### src/rtl/load_store_unit.sv
`default_nettype none
// ============================================================================
// Module  : load_store_unit
// Brief   : RV32I load/store front end to a byte-addressed, word-wide memory;
//           sub-word stores are built as read-modify-write.
// Revision: 1.0
// ============================================================================
module load_store_unit #(
  parameter int ADDR_WIDTH = 32,
  parameter int DATA_WIDTH = 32,
  parameter int MEM_SIZE   = 1024
) (
  input  logic                  sys_clk,
  input  logic                  sys_rst_n,
  input  logic                  req_valid,
  output logic                  req_ready,
  input  logic                  req_we,
  input  logic [2:0]            req_funct3,
  input  logic [ADDR_WIDTH-1:0] req_addr,
  input  logic [DATA_WIDTH-1:0] req_wdata,
  output logic                  rsp_valid,
  output logic [DATA_WIDTH-1:0] rsp_rdata,
  output logic                  rsp_err,
  output logic                  mem_op,
  output logic                  mem_rw,
  output logic [ADDR_WIDTH-1:0] mem_addr,
  output logic [DATA_WIDTH-1:0] mem_data_w,
  input  logic [DATA_WIDTH-1:0] mem_data_r
);

  typedef enum logic [1:0] {IDLE, LOAD, STORE_RD, STORE_WR} state_t;

  state_t                state_q, state_d;
  logic                  mem_op_q, mem_op_d;
  logic                  mem_rw_q, mem_rw_d;
  logic [ADDR_WIDTH-1:0] mem_addr_q, mem_addr_d;
  logic [DATA_WIDTH-1:0] mem_data_w_q, mem_data_w_d;
  logic [15:0]           wdata_q, wdata_d;
  logic [2:0]            funct3_q, funct3_d;
  logic                  err_pend_q, err_pend_d;
  logic                  rsp_valid_q, rsp_valid_d;
  logic                  rsp_err_q, rsp_err_d;
  logic [DATA_WIDTH-1:0] rsp_rdata_q, rsp_rdata_d;

  logic                  accept;
  logic                  misaligned;
  logic                  out_of_range;
  logic                  illegal;
  logic [DATA_WIDTH-1:0] load_ext;

  assign req_ready = (state_q == IDLE);
  assign accept    = req_valid & req_ready;

  // Mem always touches four bytes, so the last legal start address is MEM_SIZE-4.
  assign misaligned   = ((req_funct3[1:0] == 2'b10) && (req_addr[1:0] != 2'b00)) ||
                        ((req_funct3[1:0] == 2'b01) && req_addr[0]);
  assign out_of_range = req_addr > ADDR_WIDTH'(MEM_SIZE - 4);
  assign illegal      = req_we ? (req_funct3[2] || (req_funct3[1:0] == 2'b11))
                               : ((req_funct3[1:0] == 2'b11) || (req_funct3[2:1] == 2'b11));

  always_comb begin
    load_ext = mem_data_r;
    case (funct3_q)
      3'b000:  load_ext = {{(DATA_WIDTH-8){mem_data_r[7]}}, mem_data_r[7:0]};
      3'b001:  load_ext = {{(DATA_WIDTH-16){mem_data_r[15]}}, mem_data_r[15:0]};
      3'b100:  load_ext = {{(DATA_WIDTH-8){1'b0}}, mem_data_r[7:0]};
      3'b101:  load_ext = {{(DATA_WIDTH-16){1'b0}}, mem_data_r[15:0]};
      default: load_ext = mem_data_r;
    endcase
  end

  always_comb begin
    state_d      = state_q;
    mem_op_d     = mem_op_q;
    mem_rw_d     = mem_rw_q;
    mem_addr_d   = mem_addr_q;
    mem_data_w_d = mem_data_w_q;
    wdata_d      = wdata_q;
    funct3_d     = funct3_q;
    err_pend_d   = 1'b0;
    rsp_valid_d  = 1'b0;
    rsp_err_d    = 1'b0;
    rsp_rdata_d  = rsp_rdata_q;

    // A rejected request answers one cycle after acceptance without leaving IDLE.
    if (err_pend_q) begin
      rsp_valid_d = 1'b1;
      rsp_err_d   = 1'b1;
      rsp_rdata_d = '0;
    end

    case (state_q)
      IDLE: begin
        if (accept) begin
          if (misaligned || out_of_range || illegal) begin
            err_pend_d = 1'b1;
          end else begin
            mem_op_d   = 1'b1;
            mem_addr_d = req_addr;
            funct3_d   = req_funct3;
            wdata_d    = req_wdata[15:0];
            if (!req_we) begin
              mem_rw_d = 1'b0;
              state_d  = LOAD;
            end else if (req_funct3[1:0] == 2'b10) begin
              mem_rw_d     = 1'b1;
              mem_data_w_d = req_wdata;
              state_d      = STORE_WR;
            end else begin
              mem_rw_d = 1'b0;
              state_d  = STORE_RD;
            end
          end
        end
      end
      LOAD: begin
        mem_op_d    = 1'b0;
        rsp_valid_d = 1'b1;
        rsp_rdata_d = load_ext;
        state_d     = IDLE;
      end
      STORE_RD: begin
        mem_rw_d     = 1'b1;
        mem_data_w_d = funct3_q[0] ? {mem_data_r[DATA_WIDTH-1:16], wdata_q}
                                   : {mem_data_r[DATA_WIDTH-1:8], wdata_q[7:0]};
        state_d      = STORE_WR;
      end
      STORE_WR: begin
        mem_op_d    = 1'b0;
        rsp_valid_d = 1'b1;
        rsp_rdata_d = '0;
        state_d     = IDLE;
      end
      default: state_d = IDLE;
    endcase
  end

  always_ff @(posedge sys_clk or negedge sys_rst_n) begin
    if (!sys_rst_n) begin
      state_q      <= IDLE;
      mem_op_q     <= 1'b0;
      mem_rw_q     <= 1'b0;
      mem_addr_q   <= '0;
      mem_data_w_q <= '0;
      wdata_q      <= '0;
      funct3_q     <= '0;
      err_pend_q   <= 1'b0;
      rsp_valid_q  <= 1'b0;
      rsp_err_q    <= 1'b0;
      rsp_rdata_q  <= '0;
    end else begin
      state_q      <= state_d;
      mem_op_q     <= mem_op_d;
      mem_rw_q     <= mem_rw_d;
      mem_addr_q   <= mem_addr_d;
      mem_data_w_q <= mem_data_w_d;
      wdata_q      <= wdata_d;
      funct3_q     <= funct3_d;
      err_pend_q   <= err_pend_d;
      rsp_valid_q  <= rsp_valid_d;
      rsp_err_q    <= rsp_err_d;
      rsp_rdata_q  <= rsp_rdata_d;
    end
  end

  assign mem_op     = mem_op_q;
  assign mem_rw     = mem_rw_q;
  assign mem_addr   = mem_addr_q;
  assign mem_data_w = mem_data_w_q;
  assign rsp_valid  = rsp_valid_q;
  assign rsp_err    = rsp_err_q;
  assign rsp_rdata  = rsp_rdata_q;

endmodule
`default_nettype wire

### config.mk
export PLATFORM = sky130hd
export DESIGN_NAME = load_store_unit
export DESIGN_NICKNAME = d
export VERILOG_FILES = /design/src/rtl/load_store_unit.sv
export SDC_FILE = /design/constraint.sdc
export NUM_CORES = 1
export LEC_CHECK = 0
export BUFFER_PORTS_ARGS = -buffer_cell sky130_fd_sc_hd__buf_2
export CAP_MARGIN = 20
export CORE_MARGIN = 8
export CORE_UTILIZATION = 48
export CTS_BUF_LIST = sky130_fd_sc_hd__clkbuf_16
export DETAILED_ROUTE_END_ITERATION = 12
export HOLD_SLACK_MARGIN = 0.12
export PLACE_DENSITY = 0.79
export SLEW_MARGIN = 20
export SYNTH_ARGS = -nofsm -noshare
export SYNTH_HDL_FRONTEND = slang
export SYNTH_SLANG_ARGS = --single-unit
### constraint.sdc
create_clock -name sys_clk -period 5.2 [get_ports sys_clk]
set_input_delay 0.52 -clock sys_clk [delete_from_list [all_inputs] [get_ports sys_clk]]
set_output_delay 0.52 -clock sys_clk [all_outputs]
set_load 0.01 [all_outputs]
### Word level (Yosys, flattened, before mapping)

Cells that the tools add are included.

| word-level totals | value |
|---|---|
| input bits | 103 |
| register bits | 122 |
| output and inout port bits | 101 |

| cells by class | value |
|---|---|
| equal/unequal tests | 14 |
| bitwise gates (word level) | 2 |
| reductions and logical operators | 19 |
| mux-type cells | 28 |
| order comparisons | 1 |

Operators by type and width:

| operator | count |
|---|---|
| $mux W32 | 5 |
| $pmux W32 S2 | 2 |
| $pmux W32 S4 | 1 |
| $gt A32 B10 Y1 const B | 1 |
| $mux W16 | 1 |
| $mux W1 | 13 |
| $eq A2 B2 Y1 const B | 5 |
| $reduce_and A3 Y1 | 3 |
| $eq A3 B3 Y1 const B | 2 |
| $mux W2 | 3 |
| $ne A2 B1 Y1 const B | 3 |
| $pmux W2 S3 | 1 |
| $reduce_bool A2 Y1 | 3 |
| $logic_or A1 B1 Y1 | 5 |
| $reduce_and A5 Y1 | 1 |
| $eq A2 B1 Y1 const B | 2 |
| $pmux W1 S2 | 2 |
| $eq A3 B1 Y1 const B | 1 |
| $logic_not A3 Y1 | 1 |
| $reduce_bool A3 Y1 | 1 |
| $logic_and A1 B1 Y1 | 2 |
| $logic_not A2 Y1 | 1 |
| $ne A2 B2 Y1 const B | 1 |
| $reduce_and A2 Y1 | 1 |
| 3 further kinds | 3 |

### Longest topological paths before layout

| depth | value |
|---|---|
| depth after elaboration | 8 |
| gate-level depth with buffers | 8 |
| gate-level depth less buffers | 5 |

### Worst setup path before layout

No wires, ideal clock.

| timing | value |
|---|---|
| path kind | input to register |
| from | input req_addr[24] |
| to | register funct3_q[1] |
| data arrival time | 2.284 ns |
| slack | 2.791 ns |
| stages on the path | 8 |
| buffers on the path | 3 |
| setup time | 0.125 ns |
| required time | 5.075 ns |
| path through | nor4_1 -> nand2_1 -> or2_2 -> clkbuf_1 -> or3_1 -> buf_6 -> buf_6 -> mux2_4 |

| on the way | value |
|---|---|
| longest elaborated chain between the ends | 5 |

Ends and longest elaborated chain:

| item | line | RTL |
|---|---|---|
| start, declared | 19 | `input logic [ADDR_WIDTH-1:0] req_addr,` |
| $gt A32 B10 Y1 | 57 | `assign out_of_range = req_addr > ADDR_WIDTH'(MEM_SIZE - 4);` |
| $logic_or A1 B1 Y1 (2 in series) | 95 | `if (misaligned \|\| out_of_range \|\| illegal) begin` |
| $not A1 Y1 (no source line) | -- |  |
| $reduce_and A3 Y1 (no source line) | -- |  |
| end signal, assigned | 158 | `funct3_q <= funct3_d;` |
| end, declared | 39 | `logic [2:0] funct3_q, funct3_d;` |

Every way passes these cells.
A chain may end at the register's enable or synchronous reset.

### Worst setup path after layout

| timing | value |
|---|---|
| from | input req_addr[16] |
| to | register wdata_q[12] |

| on the way | value |
|---|---|
| longest elaborated chain between the ends | 5 |

Ends and longest elaborated chain:

| item | line | RTL |
|---|---|---|
| $gt A32 B10 Y1 | 57 |  |
| $logic_or A1 B1 Y1 (2 in series) | 95 |  |
| $not A1 Y1 (no source line) | -- |  |
| $reduce_and A3 Y1 (no source line) | -- |  |
| end signal, assigned | 157 | `wdata_q <= wdata_d;` |
| end, declared | 38 | `logic [15:0] wdata_q, wdata_d;` |

Every way passes these cells.

==> out/qor.json <==
{
  "grt_pass1_wl_um": 26000,
  "postCtsSetupRepairBufs": 0,
  "flip_flop_and_latch_count_after_synthesis": 122,
  "critPathMaxStageDelay_ns": 0.83,
  "timing_worst_slew_pin_value_ns": 1.11,
  "die_area_um2": 14900,
  "worst_ep_arrival_time_ns": 3.33,
  "gr-usage-met3_pct": 7.64,
  "power-per-cell-area_nw_per_um2": 298,
  "width_of_the_die_um": 122,
  "placementRows": 38,
  "crit_path_max_fo": 36,
  "ant_nets": 0,
  "antenna_found_initial": 1,
  "grt_usage_pct": 22.4,
  "setup_viol_count_final": 0,
  "gp_congestion": 0.907,
  "fmaxAchievable_mhz": 329,
  "layout-drive-gt1-share_pct": 39.9,
  "synth.lib_cells_used.distinct": 30,
  "status": "finished clean",
  "power.combinational.fraction_pct": 4.9,
  "setup.worst_path.class": "input pin to register",
  "power_frac_seq_pct": 45.0,
  "initialDrtViolationCount": 305,
  "final_worst_setup_slack_ns": 2.16,
  "crit_path_top_delay_cell": "sky130_fd_sc_hd__or3_2",
  "cts_hold_repair.buffers": 0,
  "postPlaceCellArea_um2": 6540,
  "clk_latency_ns": 0.41,
  "yosysSeqAreaShare_pct": 56.6,
  "clkSlewWorstSetupHoldPaths_ns": 0.06,
  "io_pins": 204,
  "preCtsSetupSlack_ns": 1.73,
  "p_sw_mw": 0.511,
  "port_bufs": 203,
  "clkSinkCount": 122,
  "die_height_um": 122,
  "grt_start_max_net_pins": 64,
  "cts_max_level": 4,
  "via_count_of_the_first_global_routing_pass": 5027,
  "grt_use_met2_pct": 38.0,
  "gr-max-usage-layer": "met2",
  "ctsResizeCount": 0,
  "nature_of_the_critical_path_startpoint": "input pin",
  "worst_clock_skew_ns": 0.00806,
  "globalRouteOverflowTotal": 0,
  "route.detailed.wl_per_inst_um": 19.5,
  "synthesis.area_um2": 5390,
  "fin_setup_tns_ns": 0,
  "post_drt_via_cell_ratio": 5.47,
  "ys_warn_count": 0,
  "buffers_plus_inverters_on_the_worst_setup_path": 2,
  "static-leakage-power_nw": 3.69,
  "slew_headroom_pct": 25.8,
  "internal_portion_of_total_power_mw": 1.60,
  "worst_vdd_ir_mv": 0.247,
  "routed-via-count": 4560,
  "initial_core_util_pct": 49.5,
  "drt_pre_antenna_iters": 4,
  "timing.critical_path.to_type": "register",
  "use_met1_pct": 26.0,
  "synth.avg_cell_area_um2": 11.1,
  "cp_cell_sequence": "buf_2 > nor4_1 > nand4_1 > or2_2 > or3_2 > buf_12 > mux2_4",
  "layout.core_utilization_pct": 65.1,
  "final-hold-violation-count": 0,
  "netSwitchingFraction_pct": 24.2,
  "layout-area-overhead-vs-synth_pct": 31.3,
  "worst_endpoint_required_time_ns": 5.49,
  "period_share_pct": 58.4,
  "nNetsFinal": 782,
  "syn_nets": 588,
  "post-route-cell-area_um2": 7080,
  "cts_root_buffer": "sky130_fd_sc_hd__clkbuf_16",
  "minimum_clock_period_after_layout_ns": 3.04,
  "core_region_area_um2": 10900,
  "pwr-share-clk_pct": 50.1,
  "crit_path_leading_delay_family": "simple AND/OR/NAND/NOR gates",
  "cts_tree": "done",
  "drt_wl_total_um": 16300,
  "cap_viol_max_count": 0,
  "syn-instance-count": 485,
  "drcViolationCount": 0,
  "cts_buffers": 17,
  "slew_viol_final": 0,
  "grt_setup_unrepaired": "no",
  "cts_max_path_buffers": 2,
  "half_perimeter_wire_length_of_the_detailed_placement_result_um": 11700,
  "worstHoldPathType": "input pin to asynchronous set/reset pin"
}
cell usage in the layout, fill, tap and decap left out, types with 23 or more instances in the layout:
cell and instances:
sky130_fd_sc_hd__and2_1 23, sky130_fd_sc_hd__nor4_1 37, sky130_fd_sc_hd__dfrtp_1 122, sky130_fd_sc_hd__mux2_4 28
sky130_fd_sc_hd__inv_1 35, sky130_fd_sc_hd__o21ai_0 35, sky130_fd_sc_hd__a211oi_1 26, sky130_fd_sc_hd__buf_2 202
sky130_fd_sc_hd__o22ai_1 24, sky130_fd_sc_hd__nand2_1 36
metal layers:
metal  share of wire (%)  up-vias  routed length, um
met3                 9.1       26               1480
met4                 2.1        0                345
met1                  39     2190               6280
met5                   0        -                  0
met2                  50      199               8150
li1                    -     2145                  -
cell usage after synthesis:
cell / count / share of area (%)
sky130_fd_sc_hd__dfrtp_1: 122 / 57
sky130_fd_sc_hd__nor4_1: 37 / 4.3
sky130_fd_sc_hd__nand2_1: 36 / 2.5
sky130_fd_sc_hd__o21ai_0: 36 / 3.3
sky130_fd_sc_hd__inv_1: 35 / 2.4
sky130_fd_sc_hd__clkbuf_1: 32 / 2.2
sky130_fd_sc_hd__mux2_4: 28 / 7.8
sky130_fd_sc_hd__a211oi_1: 26 / 3.6
sky130_fd_sc_hd__o22ai_1: 24 / 2.8
sky130_fd_sc_hd__and2_1: 23 / 2.7
sky130_fd_sc_hd__a22o_1: 16 / 2.6
sky130_fd_sc_hd__nor2b_1: 16 / 1.9
sky130_fd_sc_hd__mux2i_1: 9 / 1.7
sky130_fd_sc_hd__nor2_1: 9 / 0.63
sky130_fd_sc_hd__a211o_1: 8 / 1.3
sky130_fd_sc_hd__buf_6: 4 / 0.84
sky130_fd_sc_hd__nand3_1: 4 / 0.37
sky130_fd_sc_hd__a21oi_1: 3 / 0.28
sky130_fd_sc_hd__nand4_1: 3 / 0.35
sky130_fd_sc_hd__nor3_1: 3 / 0.28
sky130_fd_sc_hd__or3_1: 2 / 0.23
sky130_fd_sc_hd__a311oi_1: 1 / 0.16
sky130_fd_sc_hd__a31oi_1: 1 / 0.12
sky130_fd_sc_hd__a41oi_1: 1 / 0.16
sky130_fd_sc_hd__clkinv_1: 1 / 0.070
sky130_fd_sc_hd__mux2_2: 1 / 0.21
sky130_fd_sc_hd__nor3b_1: 1 / 0.14
sky130_fd_sc_hd__or2_2: 1 / 0.12
sky130_fd_sc_hd__or4b_2: 1 / 0.19
sky130_fd_sc_hd__xor2_1: 1 / 0.16
through the flow:
| stage | total power, mW | std cells | hold slack [ns] |
|---|---|---|---|
| finish | 2.11 | 833 | 0.182 |
| global route | 2.19 | 833 | 0.249 |
| CTS | 2.13 | 832 | 0.212 |
| detailed placement | 1.07 | 800 | 0.384 |
| global placement | 1.07 | 798 | 0.381 |
| floorplan | 0.994 | 485 | 0.224 |
final timing paths:
kind / start / end / slack [ns] / cells after the start
setup / recovery: req_addr[16] / wdata_q[12]$_DFFE_PN0P_ / 2.16 / 7
hold / removal: sys_rst_n / mem_addr[29]$_DFFE_PN0P_ / 0.18 / 1
setup reg to reg: state_q[0]$_DFFE_PN0P_ / wdata_q[12]$_DFFE_PN0P_ / 2.84 / 5
hold reg to reg: err_pend_q$_DFF_PN0_ / rsp_err$_DFF_PN0_ / 0.40 / 0
max in group asynchronous: sys_rst_n / mem_addr[4]$_DFFE_PN0P_ / 3.73 / 2
min in group sys_clk: mem_data_r[3] / rsp_rdata[3]$_DFFE_PN0P_ / 0.34 / 2
sequential cells by signal, summed over array words and instances (netlist names):
name,count
rsp_rdata,32
wdata_q,16
state_q,2
mem_rw,1
err_pend_q,1
mem_addr,32
funct3_q,3
mem_op,1
rsp_valid,1
mem_data_w,32
rsp_err,1
cells by family (layout without fill, tap and decap cells):
kind of cell,count (synthesis),count (layout),share of synthesized area (%)
other cells,0,1,0
mux,38,38,9.68
flops,122,122,56.6
compound gates,116,116,14.4
simple gates,136,136,13.6
xor+xnor,1,1,0.162
buf+inv,72,279,5.57
layout make-up:
class                   count  area [um^2]
diodes                      1         2.50
clock buffers              17          425
clock inverters            15          115
fillers                   861         3800
inverters                  36          135
multi-input cells         291         2070
flip-flops and latches    122         3050
well taps                 140          175
repair buffers            211         1110
worst register-to-register path, cell delays in order (launching register included):
cell and delay (ns):
sky130_fd_sc_hd__dfrtp_1 0.57, sky130_fd_sc_hd__nor2_1 0.27, sky130_fd_sc_hd__nand2_1 0.09, sky130_fd_sc_hd__or3_2 0.69, sky130_fd_sc_hd__buf_12 0.29, sky130_fd_sc_hd__mux2_4 0.34
power groups by stage:
stage          registers, mW  logic (mW)  clock network (mW)
2_1_floorplan          0.969      0.0252                   0
3_3_place_gp           0.968       0.101                   0
3_5_place_dp           0.968       0.103                   0
4_1_cts                0.951       0.104                1.08
5_1_grt                0.951       0.115                1.12
6_report               0.951       0.103                1.06
No activity file was read; power rests on OpenSTA's default activity.
